$ cat src/rtl/uart_tx_engine.sv
// UART transmit engine: first-word-fall-through FIFO feeding a baud-paced frame serializer.
// Optional line-break generation is enabled by defining UART_TX_BREAK_EN.
module uart_tx_engine #(
    parameter int DATA_W     = 8,
    parameter int FIFO_DEPTH = 32
) (
    input  logic                          clk,
    input  logic                          rst,
    input  logic [DATA_W-1:0]             data_i,
    input  logic                          n_we_i,
    output logic                          p_full_o,
    output logic                          p_empty_o,
    output logic [$clog2(FIFO_DEPTH):0]   level_o,
    input  logic                          p_BaudSig_i,
    input  logic                          p_ParityEnable_i,
    input  logic                          ParityMethod_i,
    input  logic                          p_BigEnd_i,
    input  logic                          p_TwoStop_i,
`ifdef UART_TX_BREAK_EN
    input  logic                          p_Break_i,
`endif
    output logic                          Tx_o,
    output logic                          p_Busy_o,
    output logic                          p_Done_o
);

    localparam int AW = $clog2(FIFO_DEPTH);
    localparam int LW = AW + 1;
    localparam int CW = $clog2(DATA_W);
    localparam logic [CW-1:0] LAST_BIT = CW'(DATA_W - 1);

    typedef enum logic [2:0] {
        IDLE    = 3'd0,
        START   = 3'd1,
        DATA    = 3'd2,
        PARITY  = 3'd3,
        STOP1   = 3'd4,
        STOP2   = 3'd5
`ifdef UART_TX_BREAK_EN
        ,
        BRK     = 3'd6,
        BRK_GAP = 3'd7
`endif
    } state_t;

    function automatic logic calc_parity(input logic [DATA_W-1:0] d, input logic odd);
        return (^d) ^ odd;
    endfunction

    function automatic logic [DATA_W-1:0] reverse_bits(input logic [DATA_W-1:0] d);
        logic [DATA_W-1:0] r;
        for (int i = 0; i < DATA_W; i++) begin
            r[i] = d[DATA_W-1-i];
        end
        return r;
    endfunction

    logic [DATA_W-1:0] mem_r [FIFO_DEPTH];
    logic [AW-1:0]     wr_ptr_r;
    logic [AW-1:0]     rd_ptr_r;
    logic [LW-1:0]     level_r;
    logic [LW-1:0]     level_nxt_s;
    logic              full_r;
    logic              empty_r;
    logic              wr_s;
    logic              pop_s;
    logic [DATA_W-1:0] head_s;

    state_t            state_r;
    logic [DATA_W-1:0] sh_r;
    logic [CW-1:0]     bit_cnt_r;
    logic              par_en_r;
    logic              par_r;
    logic              two_stop_r;
    logic              tx_r;
    logic              busy_r;
    logic              done_r;

    assign head_s    = mem_r[rd_ptr_r];
    assign wr_s      = ~n_we_i & ~full_r;
    assign p_full_o  = full_r;
    assign p_empty_o = empty_r;
    assign level_o   = level_r;
    assign Tx_o      = tx_r;
    assign p_Busy_o  = busy_r;
    assign p_Done_o  = done_r;

    // Pop on the baud pulse that starts a frame; break in IDLE takes priority over data.
    always_comb begin
        pop_s = 1'b0;
        if (p_BaudSig_i && !empty_r) begin
            case (state_r)
`ifdef UART_TX_BREAK_EN
                IDLE:    pop_s = ~p_Break_i;
                BRK_GAP: pop_s = 1'b1;
`else
                IDLE:    pop_s = 1'b1;
`endif
                STOP1:   pop_s = ~two_stop_r;
                STOP2:   pop_s = 1'b1;
                default: pop_s = 1'b0;
            endcase
        end else begin
            pop_s = 1'b0;
        end
    end

    // Occupancy after this clock's write and pop.
    always_comb begin
        level_nxt_s = level_r;
        case ({wr_s, pop_s})
            2'b10:   level_nxt_s = level_r + LW'(1);
            2'b01:   level_nxt_s = level_r - LW'(1);
            default: level_nxt_s = level_r;
        endcase
    end

    // FIFO storage; contents need no reset because the pointers are cleared.
    always_ff @(posedge clk) begin
        if (wr_s && !rst) begin
            mem_r[wr_ptr_r] <= data_i;
        end
    end

    // FIFO pointers and status flags.
    always_ff @(posedge clk) begin
        if (rst) begin
            wr_ptr_r <= '0;
            rd_ptr_r <= '0;
            level_r  <= '0;
            full_r   <= 1'b0;
            empty_r  <= 1'b1;
        end else begin
            if (wr_s) begin
                wr_ptr_r <= wr_ptr_r + AW'(1);
            end
            if (pop_s) begin
                rd_ptr_r <= rd_ptr_r + AW'(1);
            end
            level_r <= level_nxt_s;
            full_r  <= (level_nxt_s == LW'(FIFO_DEPTH));
            empty_r <= (level_nxt_s == LW'(0));
        end
    end

    // Frame sequencer; every output is registered and changes only on baud pulses.
    always_ff @(posedge clk) begin
        if (rst) begin
            state_r    <= IDLE;
            sh_r       <= '0;
            bit_cnt_r  <= '0;
            par_en_r   <= 1'b0;
            par_r      <= 1'b0;
            two_stop_r <= 1'b0;
            tx_r       <= 1'b1;
            busy_r     <= 1'b0;
            done_r     <= 1'b0;
        end else begin
            done_r <= 1'b0;
            if (p_BaudSig_i) begin
                case (state_r)
                    IDLE: begin
`ifdef UART_TX_BREAK_EN
                        if (p_Break_i) begin
                            state_r <= BRK;
                            tx_r    <= 1'b0;
                            busy_r  <= 1'b1;
                        end else
`endif
                        if (!empty_r) begin
                            state_r <= START;
                            tx_r    <= 1'b0;
                            busy_r  <= 1'b1;
                        end else begin
                            state_r <= IDLE;
                            tx_r    <= 1'b1;
                            busy_r  <= 1'b0;
                        end
                    end
                    START: begin
                        state_r   <= DATA;
                        tx_r      <= sh_r[0];
                        sh_r      <= {1'b0, sh_r[DATA_W-1:1]};
                        bit_cnt_r <= '0;
                    end
                    DATA: begin
                        if (bit_cnt_r == LAST_BIT) begin
                            state_r <= par_en_r ? PARITY : STOP1;
                            tx_r    <= par_en_r ? par_r : 1'b1;
                        end else begin
                            bit_cnt_r <= bit_cnt_r + CW'(1);
                            tx_r      <= sh_r[0];
                            sh_r      <= {1'b0, sh_r[DATA_W-1:1]};
                        end
                    end
                    PARITY: begin
                        state_r <= STOP1;
                        tx_r    <= 1'b1;
                    end
                    STOP1, STOP2: begin
                        if (state_r == STOP1 && two_stop_r) begin
                            state_r <= STOP2;
                            tx_r    <= 1'b1;
                        end else begin
                            done_r <= 1'b1;
                            if (!empty_r) begin
                                state_r <= START;
                                tx_r    <= 1'b0;
                            end else begin
                                state_r <= IDLE;
                                tx_r    <= 1'b1;
                                busy_r  <= 1'b0;
                            end
                        end
                    end
`ifdef UART_TX_BREAK_EN
                    BRK: begin
                        if (!p_Break_i) begin
                            state_r <= BRK_GAP;
                            tx_r    <= 1'b1;
                        end else begin
                            state_r <= BRK;
                            tx_r    <= 1'b0;
                        end
                    end
                    BRK_GAP: begin
                        if (!empty_r) begin
                            state_r <= START;
                            tx_r    <= 1'b0;
                        end else begin
                            state_r <= IDLE;
                            tx_r    <= 1'b1;
                            busy_r  <= 1'b0;
                        end
                    end
`endif
                    default: begin
                        state_r <= IDLE;
                        tx_r    <= 1'b1;
                        busy_r  <= 1'b0;
                    end
                endcase
            end
            // Word and frame options are frozen at pop time so later config changes wait a frame.
            if (pop_s) begin
                sh_r       <= p_BigEnd_i ? reverse_bits(head_s) : head_s;
                par_en_r   <= p_ParityEnable_i;
                par_r      <= calc_parity(head_s, ParityMethod_i);
                two_stop_r <= p_TwoStop_i;
            end
        end
    end

endmodule

$ cat config.mk
export PLATFORM = sky130hd
export DESIGN_NAME = uart_tx_engine
export DESIGN_NICKNAME = d
export VERILOG_FILES = /design/src/rtl/uart_tx_engine.sv
export SDC_FILE = /design/constraint.sdc
export NUM_CORES = 1
export LEC_CHECK = 0
export ABC_AREA = 1
export CORE_ASPECT_RATIO = 2
export CORE_MARGIN = 3
export CORE_UTILIZATION = 45
export CTS_CLUSTER_DIAMETER = 120
export DETAILED_ROUTE_END_ITERATION = 8
export PLACE_DENSITY = 0.62
export SETUP_SLACK_MARGIN = 0.2
export SYNTH_ARGS = -nofsm -noshare
export SYNTH_HDL_FRONTEND = slang
export SYNTH_SLANG_ARGS = --single-unit
$ cat constraint.sdc
create_clock -name clk -period 4.4 [get_ports clk]
set_clock_uncertainty 0.1 [all_clocks]
set_input_delay 0.88 -clock clk [delete_from_list [all_inputs] [get_ports clk]]
set_output_delay 0.88 -clock clk [all_outputs]
set_load 0.03 [all_outputs]
### After elaboration in Yosys (flattened, before gate mapping)

Memories as Yosys holds them, arrays and structs flattened. A register that Yosys moved wholly into a read port is not among the register bits.
Index checks and enable logic that the tools add are counted.

| cells by class | value |
|---|---|
| add/subtract/negate cells | 5 |
| multipliers | 0 |
| divide/modulo/power cells | 0 |
| magnitude comparators | 0 |
| equality and inequality tests | 14 |
| shifts and indexed selects | 0 |
| mux-type cells | 29 |
| bitwise logic cells | 8 |
| reduce and logical (&&, ||, !) cells | 19 |

Operators with widths:

| operator | number |
|---|---|
| two-way mux 8 bit | 4 |
| case mux 8 bit (2 select lines) | 1 |
| case mux 3 bit (5 select lines) | 1 |
| two-way mux 1 bit | 12 |
| two-way mux 3 bit | 4 |
| case mux 6 bit (2 select lines) | 1 |
| adder 5 x 1 -> 5 bit (second input constant) | 2 |
| two-way mux 5 bit | 2 |
| equality test 3 bit (second input constant) | 3 |
| != test 2 bit (second input constant) | 4 |
| parity 8 bit | 1 |
| adder 6 x 1 -> 6 bit (second input constant) | 1 |
| equality test 3 x 2 -> 1 bit (second input constant) | 2 |
| equality test 6 bit (second input constant) | 1 |
| zero test 6 bit | 1 |
| inverter 1 bit | 6 |
| case mux 3 bit (2 select lines) | 1 |
| AND reduction 3 bit | 2 |
| OR reduction 3 bit | 2 |
| subtractor 6 x 1 -> 6 bit (second input constant) | 1 |
| case mux 1 bit (4 select lines) | 1 |
| AND reduction 4 bit | 1 |
| nonzero test 2 bit | 2 |
| OR reduction 2 bit | 2 |
| 14 further kinds | 17 |

| word-level totals | value |
|---|---|
| bits in registers | 38 |
| bits in latches | 0 |
| RAM bits | 256 |
| ROM bits | 0 |
| input bits | 16 |
| output and inout port bits | 11 |
| word-level logic and storage cells | 90 |
| memories kept | 1 |

Memories:

| memory | depth | bits a word | read ports | clocked after memory_dff | wr ports | line | RTL |
|---|---|---|---|---|---|---|---|
| mem_r | 32 | 8 | 1 | 1 | 1 | 58 | `logic [DATA_W-1:0] mem_r [FIFO_DEPTH];` |

### Depth between registers and ports, before layout

Gate-level depths: netlist (run 1).

| logic depth | value |
|---|---|
| depth in word-level cells | 7 |
| depth in mapped cells | 21 |
| mapped depth without buffers | 19 |

### Worst setup path after synthesis (run 1)

OpenSTA, ideal clock, no wires.

| timing | value |
|---|---|
| path kind | input-to-reg |
| start point | in p_BaudSig_i |
| end point | reg full_r, in the netlist p_full_o |
| arrival time | 3.092 ns |
| required time | 4.222 ns |
| setup slack | 1.130 ns |
| stages | 15 |
| buffers on the path | 2 |
| path through | nand2_1 nor4_2 buf_2 ha_1 clkbuf_2 xor2_1 ha_1 a21oi_1 inv_1 nand3_1 o311ai_0 xor2_1 o21ai_0 nand3_1 nor3_1 |

| on the way | value |
|---|---|
| cells in the longest elaborated chain, start to end | 5 |

Ends and longest elaborated chain:

| element | line | RTL |
|---|---|---|
| from (decl) | 14 | `input logic p_BaudSig_i,` |
| logical AND 1 bit * | 91 | `if (p_BaudSig_i && !empty_r) begin` |
| two-way mux 1 bit * | 91 |  |
| equality test 2 x 1 -> 1 bit / equality test 2 bit (equally long branches) | 111 | `case ({wr_s, pop_s})` |
| case mux 6 bit (2 select lines) * | 111 |  |
| equality test 6 bit * | 141 | `full_r <= (level_nxt_s == LW'(FIFO_DEPTH));` |
| to (signal assigned) | 141 |  |
| to (decl) | 63 | `logic full_r;` |

Every way passes the cells marked *; elsewhere a longest branch is shown, timed or not.
A chain may end at the register's enable or synchronous reset.

### Worst setup path in the final report (run 1)

Same ends and word-level chain as after synthesis.

==> results of run 1 <==
==> power groups by stage <==
stage | Clock [mW] | Sequential (mW) | Combinational [mW]
floorplan | 0 | 3.28 | 0.803
global placement | 0 | 3.26 | 1.18
detailed placement | 0 | 3.26 | 1.20
CTS | 2.14 | 3.19 | 1.20
global route | 2.25 | 3.20 | 1.34
finish | 2.11 | 3.19 | 1.19
==> worst max-delay path: cells and delay by family <==
family,cells,cell delay [ps]
compound gates,3,510
buf+inv,2,590
xor+xnor,2,320
simple gates,5,790
fa+ha+maj,2,580
==> synthesized netlist by cell type, types with 2 or more instances <==
cell and instances:
nor2_1 60, buf_4 13, nor3_1 4, buf_6 2, o21ai_2 2, clkbuf_2 3
inv_1 39, edfxtp_1 256, inv_2 4, ha_1 10, xor2_1 4, o21ai_0 37
dfxtp_1 43, buf_1 4, o22ai_1 2, nor2_2 2, xnor2_1 2, a21oi_1 43
nand3_1 230, nand2_1 417, clkbuf_1 10, buf_2 30
==> flip-flops by register name (all words and copies together), names as in the netlist, 3 cells and up, named ones only <==
| signal | count |
|---|---|
| bit_cnt_r | 3 |
| level_o | 6 |
| mem_r | 256 |
| sh_r | 8 |
| wr_ptr_r | 5 |
| state_r | 3 |
| rd_ptr_r | 5 |
==> cells by family after synthesis <==
logic type      after synthesis
compound gates               87
xor+xnor                      6
fa+ha+maj                    10
buf+inv                     106
flops                       299
mux                           1
simple gates                717
==> per-stage QoR <==
step / worst slack (ps) / hold WS (ps) / instance area [sq um]
2_1_floorplan: 1130 / 324 / 12700
3_3_place_gp: 521 / 350 / 13100
3_5_place_dp: 464 / 359 / 13100
4_1_cts: 1030 / 372 / 13900
5_1_grt: 755 / 404 / 13900
6_report: 1080 / 369 / 13900
==> per-layer routing <==
layer,part of all wire [%],track usage [%],vias up
met5,0,0,-
met4,5.6,10.8,0
met3,4.0,2.00,80
met2,54,38.8,236
met1,36,22.0,4100
li1,-,-,4212
==> area by class of cell <==
class | instances | area share, %
Clock buffer | 29 | 4.61
Clock inverter | 15 | 0.873
Inverter | 44 | 1.20
Sequential cell | 299 | 61.6
Tap cell | 352 | 3.17
Timing Repair Buffer | 37 | 2.34
Multi-Input combinational cell | 821 | 26.3
==> how the worst max path moves through the flow <==
stage | end | slack (ps) | start
CTS | p_full_o$_SDFF_PP0_ | 1030 | p_BaudSig_i
floorplan | p_full_o$_SDFF_PP0_ | 1130 | p_BaudSig_i
detailed placement | p_full_o$_SDFF_PP0_ | 460 | p_BaudSig_i
global placement | p_full_o$_SDFF_PP0_ | 520 | p_BaudSig_i
finish | p_full_o$_SDFF_PP0_ | 1080 | p_BaudSig_i
global route | p_full_o$_SDFF_PP0_ | 760 | p_BaudSig_i
==> flow_summary.json, run 1 <==
{
  "whs_path_depth": 2,
  "dp_hpwl_mm": 20.6,
  "yosys_warnings": 0,
  "fillCellCount": 2469,
  "num_antenna_cells": 0,
  "rsz0062_at_grt": "no",
  "syn-cell-area_sq_um": 12700,
  "final_util_pct": 50.2,
  "yosys.area_share.simple_pct": 23.7,
  "overflow": 0,
  "grt_usage_pct": 20.4,
  "area_delta_synth_final_pct": 9.42,
  "fin_crit_ps": 3320,
  "dr_total_vias": 8628,
  "antenna_left": 0,
  "synth.mux.area_fraction_pct": 0.0788,
  "placed_cells": 1553,
  "core.rowCount": 86,
  "layout_common_cells": "417 x nand2_1, 256 x edfxtp_1, 230 x nand3_1, 60 x nor2_1, 43 x a21oi_1",
  "synth-main-ff-cell": "edfxtp_1",
  "final_layout_size_suffix_gt1_share_pct": 4.98,
  "cts_buffers": 24,
  "worstMarginPinSlew_ps": 1130,
  "final-hold-violation-count": 0,
  "min_path_type": "flip-flop to flip-flop",
  "ys_seq_area_share_pct": 67.3,
  "seqPwrFrac_pct": 49.2,
  "synth-xor-area-share_pct": 0.414,
  "setup_tns_ps": 0,
  "slowest_stage": "clkdlybuf4s50_1",
  "port_buffers": 26,
  "routed_wl_mm": 31.2,
  "clkPwrFrac_pct": 32.5,
  "synth-edff-count": 256,
  "cts.sinks": 299,
  "r2r_setup_slack_ps": 1360,
  "routedWlPerCell_microns": 19.6,
  "powerDensity_nw_per_um2": 467,
  "clk_latency_ps": 530,
  "drv_slew": 0,
  "post-route-period-util_pct": 75.5,
  "netlist_instances": 1226,
  "cp_max_fo": 5,
  "p_comb_share_pct": 18.3,
  "grt_pass1_wl_mm": 47.9,
  "ys_ff_latch": 299,
  "p_int_mw": 4.64,
  "regArea_sq_um": 8550,
  "synth_top_area_share_pct": 60.5,
  "h-tree-depth": 1,
  "nets": 1253,
  "timing.fmax_mhz": 301,
  "core_sq_um": 27700,
  "cts_tree": "built",
  "grt_antenna_before_repair": 0,
  "clock_path_buffers": 3,
  "grt_pass1_vias": 8486,
  "slew_headroom_pct": 24.3,
  "die_w_microns": 125,
  "cap_violations": 0,
  "initial_core_util_pct": 45.9,
  "synth_cell_type_count": 31,
  "dr.first_iter.drc_count": 541,
  "cts_setup_buffers": 0,
  "drt_pass1_iterations": 5,
  "critPathKind": "primary input to flip-flop",
  "status": "finished, final reports clean",
  "path_clk_slew_ps": 70,
  "die_height_microns": 244,
  "place_congestion": 0.972,
  "endpoint_kind": "flip-flop",
  "avgSynthCellArea_sq_um": 10.4,
  "synth_area_leader_cell": "edfxtp_1",
  "path_cells": "clkdlybuf4s50_1 > nand2_1 > nor4_2 > ha_1 > xor2_1 > ha_1 > a21oi_1 > inv_1 > nand3_1 > o311ai_0 > xor2_1 > o21ai_0 > nand3_1 > nor3_1",
  "p_switching_mw": 1.85,
  "cellLeakagePower_nw": 5.11,
  "root_buffer": "clkbuf_16",
  "ir_drop_mv": 0.311,
  "synth_nets": 1252,
  "setup_viol": 0,
  "ctsHoldBuffers": 0,
  "ios": 27,
  "final_cell_count_no_fill": 1597,
  "synth_compound_area_share_pct": 3.55,
  "grt_max_degree": 129,
  "synth_fa_ha_area_share_pct": 0.985,
  "final_common_cell": "nand2_1",
  "slowest_delay_ps": 510,
  "swShare_pct": 28.5,
  "p_total_mw": 6.50,
  "timing.rr.end": "par_r$_SDFFE_PP0N_",
  "r2r_cells": 19,
  "drc": 0,
  "critPathLaunchType": "primary input",
  "synth.area.top_cells": "edfxtp_1 61%, nand2_1 12%, nand3_1 9.1%",
  "post_cts_resized": 0,
  "dieArea_sq_um": 30400,
  "synthArstFlopShare_pct": 0,
  "crit_arrival_ps": 3670,
  "synth_top_family_by_area": "simple AND/OR/NAND/NOR gates",
  "multiInputGateArea_sq_um": 3650,
  "min_from": "rd_ptr_r[4]$_SDFFE_PP0N_",
  "viasPerCell": 5.40,
  "worst_ep_required_time_ps": 4750
}
Note: power is estimated with default switching activity, not from simulation.
==> run 2: changes to the inputs <==
--- a/config.mk
+++ b/config.mk
@@ -11,7 +11,7 @@
 export CORE_UTILIZATION = 45
 export CTS_CLUSTER_DIAMETER = 120
 export DETAILED_ROUTE_END_ITERATION = 8
-export PLACE_DENSITY = 0.62
+export PLACE_DENSITY = 0.64
 export SETUP_SLACK_MARGIN = 0.2
 export SYNTH_ARGS = -nofsm -noshare
 export SYNTH_HDL_FRONTEND = slang
==> constraint.sdc (replaced) <==
create_clock -name clk -period 2.8 [get_ports clk]
set_clock_uncertainty 0.1 [all_clocks]
set_input_delay 0.56 -clock clk [delete_from_list [all_inputs] [get_ports clk]]
set_output_delay 0.56 -clock clk [all_outputs]
set_load 0.03 [all_outputs]
==> run 2 against run 1 <==
- total power rose by 67%
- first-iteration DRC count rose by 17%
- sequential power rose by 58%
- sequential share of layout area fell by 3.7 points
- clock-buffer cell count rose by 2
- clock power rose by 74%
- flip-flop and latch count did not move
- worst hold slack improved by 2.1 ps
- global-route usage fell by 0.13 points
- non-clock buffer count rose by 67
- critical path type is now flip-flop to flip-flop
==> flow_summary.json, run 2 (same netlist as run 1, synthesis figures left out) <==
{
  "status": "finished, final reports clean",
  "regArea_sq_um": 8560,
  "drc": 0,
  "initial_core_util_pct": 45.9,
  "ir_drop_mv": 0.646,
  "placed_cells": 1613,
  "final_layout_size_suffix_gt1_share_pct": 11.3,
  "overflow": 0,
  "dieArea_sq_um": 30400,
  "clkPwrFrac_pct": 33.8,
  "timing.final.ws_setup_ps": 220,
  "core.rowCount": 86,
  "final-hold-violation-count": 0,
  "post-place-ws_ps": -649,
  "dr_total_vias": 8930,
  "core_sq_um": 27700,
  "place_congestion": 0.886,
  "post-route-period-util_pct": 92.1,
  "min_path_type": "flip-flop to flip-flop",
  "port_buffers": 26,
  "cts.sinks": 299,
  "rsz0062_at_grt": "yes",
  "dp_hpwl_mm": 20.1,
  "critPathKind": "flip-flop to flip-flop",
  "root_buffer": "clkbuf_16",
  "ios": 27,
  "crit_arrival_ps": 2950,
  "p_total_mw": 10.9,
  "viasPerCell": 5.37,
  "cellLeakagePower_nw": 5.57,
  "area_delta_synth_final_pct": 16.5,
  "routed_wl_mm": 31.9,
  "grt_max_degree": 111,
  "die_height_microns": 244,
  "grt_pass1_wl_mm": 48.5,
  "nets": 1320,
  "grt_usage_pct": 20.3,
  "path_clk_slew_ps": 70,
  "grt_pass1_vias": 8726,
  "ctsHoldBuffers": 0,
  "num_antenna_cells": 0,
  "grt_antenna_before_repair": 0,
  "slew_headroom_pct": 72.3,
  "layout_common_cells": "416 x nand2_1, 256 x edfxtp_1, 227 x nand3_1, 69 x buf_4, 57 x nor2_1",
  "cts_buffers": 24,
  "setup_tns_ps": 0,
  "p_comb_share_pct": 19.9,
  "largest_reg_flops": 256,
  "timing.fmax_mhz": 388,
  "setup_viol": 0,
  "routedWlPerCell_microns": 19.2,
  "powerDensity_nw_per_um2": 734,
  "final_common_cell": "nand2_1",
  "r2r_cells": 16,
  "p_switching_mw": 3.06,
  "r2r_setup_slack_ps": 220,
  "fillCellCount": 2362,
  "seqPwrFrac_pct": 46.3,
  "cts_tree": "built",
  "fin_crit_ps": 2580,
  "final_cell_count_no_fill": 1663,
  "p_int_mw": 7.81,
  "antenna_left": 0,
  "swShare_pct": 28.1,
  "dr.first_iter.drc_count": 632,
  "clock_path_buffers": 3,
  "drv_slew": 0,
  "die_w_microns": 125,
  "critPathLaunchType": "flip-flop",
  "drt_pass1_iterations": 5,
  "h-tree-depth": 1,
  "cp_max_fo": 3,
  "top_register": "mem_r",
  "whs_path_depth": 2,
  "multiInputGateArea_sq_um": 3790,
  "worst_ep_required_time_ps": 3170,
  "endpoint_kind": "flip-flop",
  "cap_violations": 0,
  "clk_latency_ps": 540,
  "worstMarginPinSlew_ps": 412
}
run 2: what timing repair did:
action	in CTS	in global routing
setup endpoints to repair	4	6
gates cloned	0	3
pin swaps	4	7
buffers inserted	2	2
gates resized for setup	5	26
run 2: area by class of cell:
type,instances,share of cell area [%]
Clock buffer,31,4.52
Clock inverter,12,1.24
Inverter,44,1.18
Multi-Input combinational cell,821,25.6
Sequential cell,299,57.8
Tap cell,352,2.98
Timing Repair Buffer,104,6.66
run 2: stage by stage:
stage,area [sq um],utilization (%),hold slack [ps]
final,14800,53.5,372
after floorplan,12800,-,324
after detailed placement,13700,49.6,339
after CTS,14600,52.8,375
after global routing,14800,53.5,390
after global placement,13700,49.6,348
run 2: power by group through the flow:
stage | sequential, mW | clock, mW | combinational, mW
floorplan | 5.15 | 0 | 1.28
global placement | 5.11 | 0 | 2.00
detailed placement | 5.11 | 0 | 2.03
CTS | 5.02 | 3.73 | 2.05
global route | 5.04 | 3.87 | 2.41
finish | 5.03 | 3.67 | 2.17
run 2: worst max-delay path: stages, from the launching register on:
cell      delay [ps]
dfxtp_2          360
inv_4             50
nand3_4           80
nand2_8           60
nor4_4           230
buf_4            180
ha_4             160
xor2_2            80
ha_2             190
a21oi_2          110
inv_2             70
nand3_4           70
o311ai_4          90
xor2_1           160
o21ai_1          230
nand3_2          140
a21oi_2          150
run 2: worst paths after layout:
check                                               from              endpoint
worst max-delay path             state_r[0]$_SDFFE_PP0P_  p_empty_o$_SDFF_PP1_
worst max register to register   state_r[0]$_SDFFE_PP0P_  p_empty_o$_SDFF_PP1_
worst min-delay path            rd_ptr_r[4]$_SDFFE_PP0N_             flip-flop
worst min register to register  rd_ptr_r[4]$_SDFFE_PP0N_             flip-flop
run 2: metal layers:
metal / up-vias / track usage (%) / routed length, microns
met3: 60 / 1.71 / 1140
met1: 4296 / 23.2 / 11900
met2: 223 / 38.2 / 17500
li1: 4351 / - / -
met5: - / 0 / 0
met4: 0 / 9.17 / 1360
==> run 3: changes to the inputs <==
--- a/config.mk
+++ b/config.mk
@@ -6,11 +6,12 @@
 export NUM_CORES = 1
 export LEC_CHECK = 0
 export ABC_AREA = 1
-export CORE_ASPECT_RATIO = 2
+export CORE_ASPECT_RATIO = 1.25
 export CORE_MARGIN = 3
 export CORE_UTILIZATION = 45
 export CTS_CLUSTER_DIAMETER = 120
 export DETAILED_ROUTE_END_ITERATION = 8
+export GPL_ROUTABILITY_DRIVEN = 0
 export PLACE_DENSITY = 0.64
 export SETUP_SLACK_MARGIN = 0.2
 export SYNTH_ARGS = -nofsm -noshare
==> run 3 against run 2 <==
- wire length is 7.0% lower
- global-route usage is 0.71 points lower
- sequential power hardly changed
- maximum frequency hardly changed
- clock power is 5.4% lower
- sequential share of layout area is 0.19 points higher
- core utilization is 0.34 points lower
- final cell count is 0.66% higher
- combinational power is 4% lower
- register-to-register slack hardly changed
- die area is 0.36% lower
- critical path depth is 1 lower
- critical path type unchanged
- largest power group unchanged
==> flow_summary.json, run 3 (same netlist as run 1, synthesis figures left out) <==
{
  "p_comb_share_pct": 19.7,
  "top_register": "mem_r",
  "routedWlPerCell_microns": 17.7,
  "routed_wl_mm": 29.7,
  "grt_antenna_before_repair": 0,
  "drv_slew": 0,
  "slew_headroom_pct": 51.8,
  "grt_pass1_wl_mm": 47.2,
  "final_layout_size_suffix_gt1_share_pct": 11.6,
  "fin_crit_ps": 2580,
  "worst_ep_required_time_ps": 3180,
  "clock_path_buffers": 3,
  "grt_usage_pct": 19.6,
  "met2_usage_pct": 32.7,
  "status": "finished, final reports clean",
  "root_buffer": "clkbuf_16",
  "crit_arrival_ps": 2950,
  "drt_pass1_iterations": 5,
  "p_int_mw": 7.59,
  "worstMarginPinSlew_ps": 720,
  "cap_violations": 0,
  "timing.final.ws_setup_ps": 221,
  "powerDensity_nw_per_um2": 718,
  "dieArea_sq_um": 30300,
  "whs_path_depth": 2,
  "setup_viol": 0,
  "cts.sinks": 299,
  "layout_common_cells": "415 x nand2_1, 256 x edfxtp_1, 228 x nand3_1, 73 x buf_4, 57 x nor2_1",
  "core_sq_um": 27700,
  "final_cell_count_no_fill": 1674,
  "r2r_cells": 15,
  "die_w_microns": 156,
  "h-tree-depth": 1,
  "critPathKind": "flip-flop to flip-flop",
  "seqPwrFrac_pct": 47.5,
  "met1_usage_pct": 26.6,
  "cts_buffers": 28,
  "ir_drop_mv": 0.554,
  "final-hold-violation-count": 0,
  "viasPerCell": 5.33,
  "dp_hpwl_mm": 18.3,
  "cts_tree": "built",
  "clk_latency_ps": 550,
  "timing.fmax_mhz": 388,
  "ctsHoldBuffers": 0,
  "ios": 27,
  "core.rowCount": 68,
  "gr-max-usage-layer": "met2",
  "final_common_cell": "nand2_1",
  "fin_area_sq_um": 14700,
  "post-route-period-util_pct": 92.1,
  "clkPwrFrac_pct": 32.8,
  "port_buffers": 26,
  "cellLeakagePower_nw": 5.56,
  "num_antenna_cells": 0,
  "path_clk_slew_ps": 60,
  "min_path_type": "flip-flop to flip-flop",
  "initial_core_util_pct": 45.8,
  "grt_max_degree": 48,
  "rsz0062_at_grt": "yes",
  "die_height_microns": 194,
  "post-place-ws_ps": -509,
  "area_delta_synth_final_pct": 16.1,
  "swShare_pct": 28.4,
  "largest_reg_flops": 256,
  "grt_pass1_vias": 8570,
  "use_met3_pct": 2.17,
  "dr.first_iter.drc_count": 738,
  "placed_cells": 1615,
  "cp_max_fo": 3,
  "fillCellCount": 2443,
  "antenna_left": 0,
  "nets": 1329,
  "endpoint_kind": "flip-flop",
  "overflow": 0,
  "dr_total_vias": 8916,
  "p_switching_mw": 3.01,
  "drc": 0,
  "placed_area_sq_um": 13800,
  "critPathLaunchType": "flip-flop"
}
-- run 3: area by class of cell --
cell class                      count  area (sq um)  share of cell area [%]
Sequential cell                   299          8560                    58.0
Multi-Input combinational cell    821          3760                    25.5
Timing Repair Buffer              108           968                    6.57
Clock buffer                       33           719                    4.88
Tap cell                          350           438                    2.97
Inverter                           44           180                    1.22
Clock inverter                     18           119                   0.806
Timing Repair inverter              1          8.76                  0.0594
-- run 3: power groups by stage --
stage	clock (mW)	combinational [mW]	sequential [mW]
after CTS	3.54	1.99	5.04
after global placement	0	1.94	5.13
after floorplan	0	1.28	5.15
after global routing	3.74	2.35	5.05
final	3.47	2.09	5.04
after detailed placement	0	1.98	5.13
-- run 3: path summary, 6_finish.rpt --
kind / startpoint / endpoint / slack [ps]
hold / removal: bit_cnt_r[1]$_SDFFE_PP0P_ / bit_cnt_r[1]$_SDFFE_PP0P_ / 370
setup / recovery: state_r[0]$_SDFFE_PP0P_ / p_empty_o$_SDFF_PP1_ / 220
hold reg to reg: bit_cnt_r[1]$_SDFFE_PP0P_ / bit_cnt_r[1]$_SDFFE_PP0P_ / 370
setup reg to reg: state_r[0]$_SDFFE_PP0P_ / p_empty_o$_SDFF_PP1_ / 220
-- run 3: through the flow --
step                      hold WS (ps)  setup TNS (ps)  power (mW)  util, %
after global routing               380               0        11.1     53.2
after floorplan                    324               0        6.43        -
after global placement             350           -1960        7.08     49.6
final                              370               0        10.6     53.2
after detailed placement           366           -2440        7.11     49.6
after CTS                          374               0        10.6     52.7
-- run 3: worst max-delay path: stages (launching register included) --
cell and delay (ps):
dfxtp_2 350, inv_2 50, nand3_4 120, nand2_8 60, nor4_4 350, ha_4 210
xor2_2 80, ha_2 190, a21oi_2 110, inv_2 60, nand3_2 70, o311ai_2 100
xor2_1 160, o21ai_1 190, nand3_1 150, a21oi_1 160
-- run 3: layer usage --
layer  part of all wire (%)  vias up
met5                      0        -
met4                    3.5        0
met3                    5.0       67
met2                     49      248
met1                     42     4234
li1                       -     4367
-- run 3: repair_timing --
item,CTS,global route
resized for setup,2,25
pin swaps,1,13
cloned,0,1
setup buffers,1,6
setup endpoints to repair,3,9
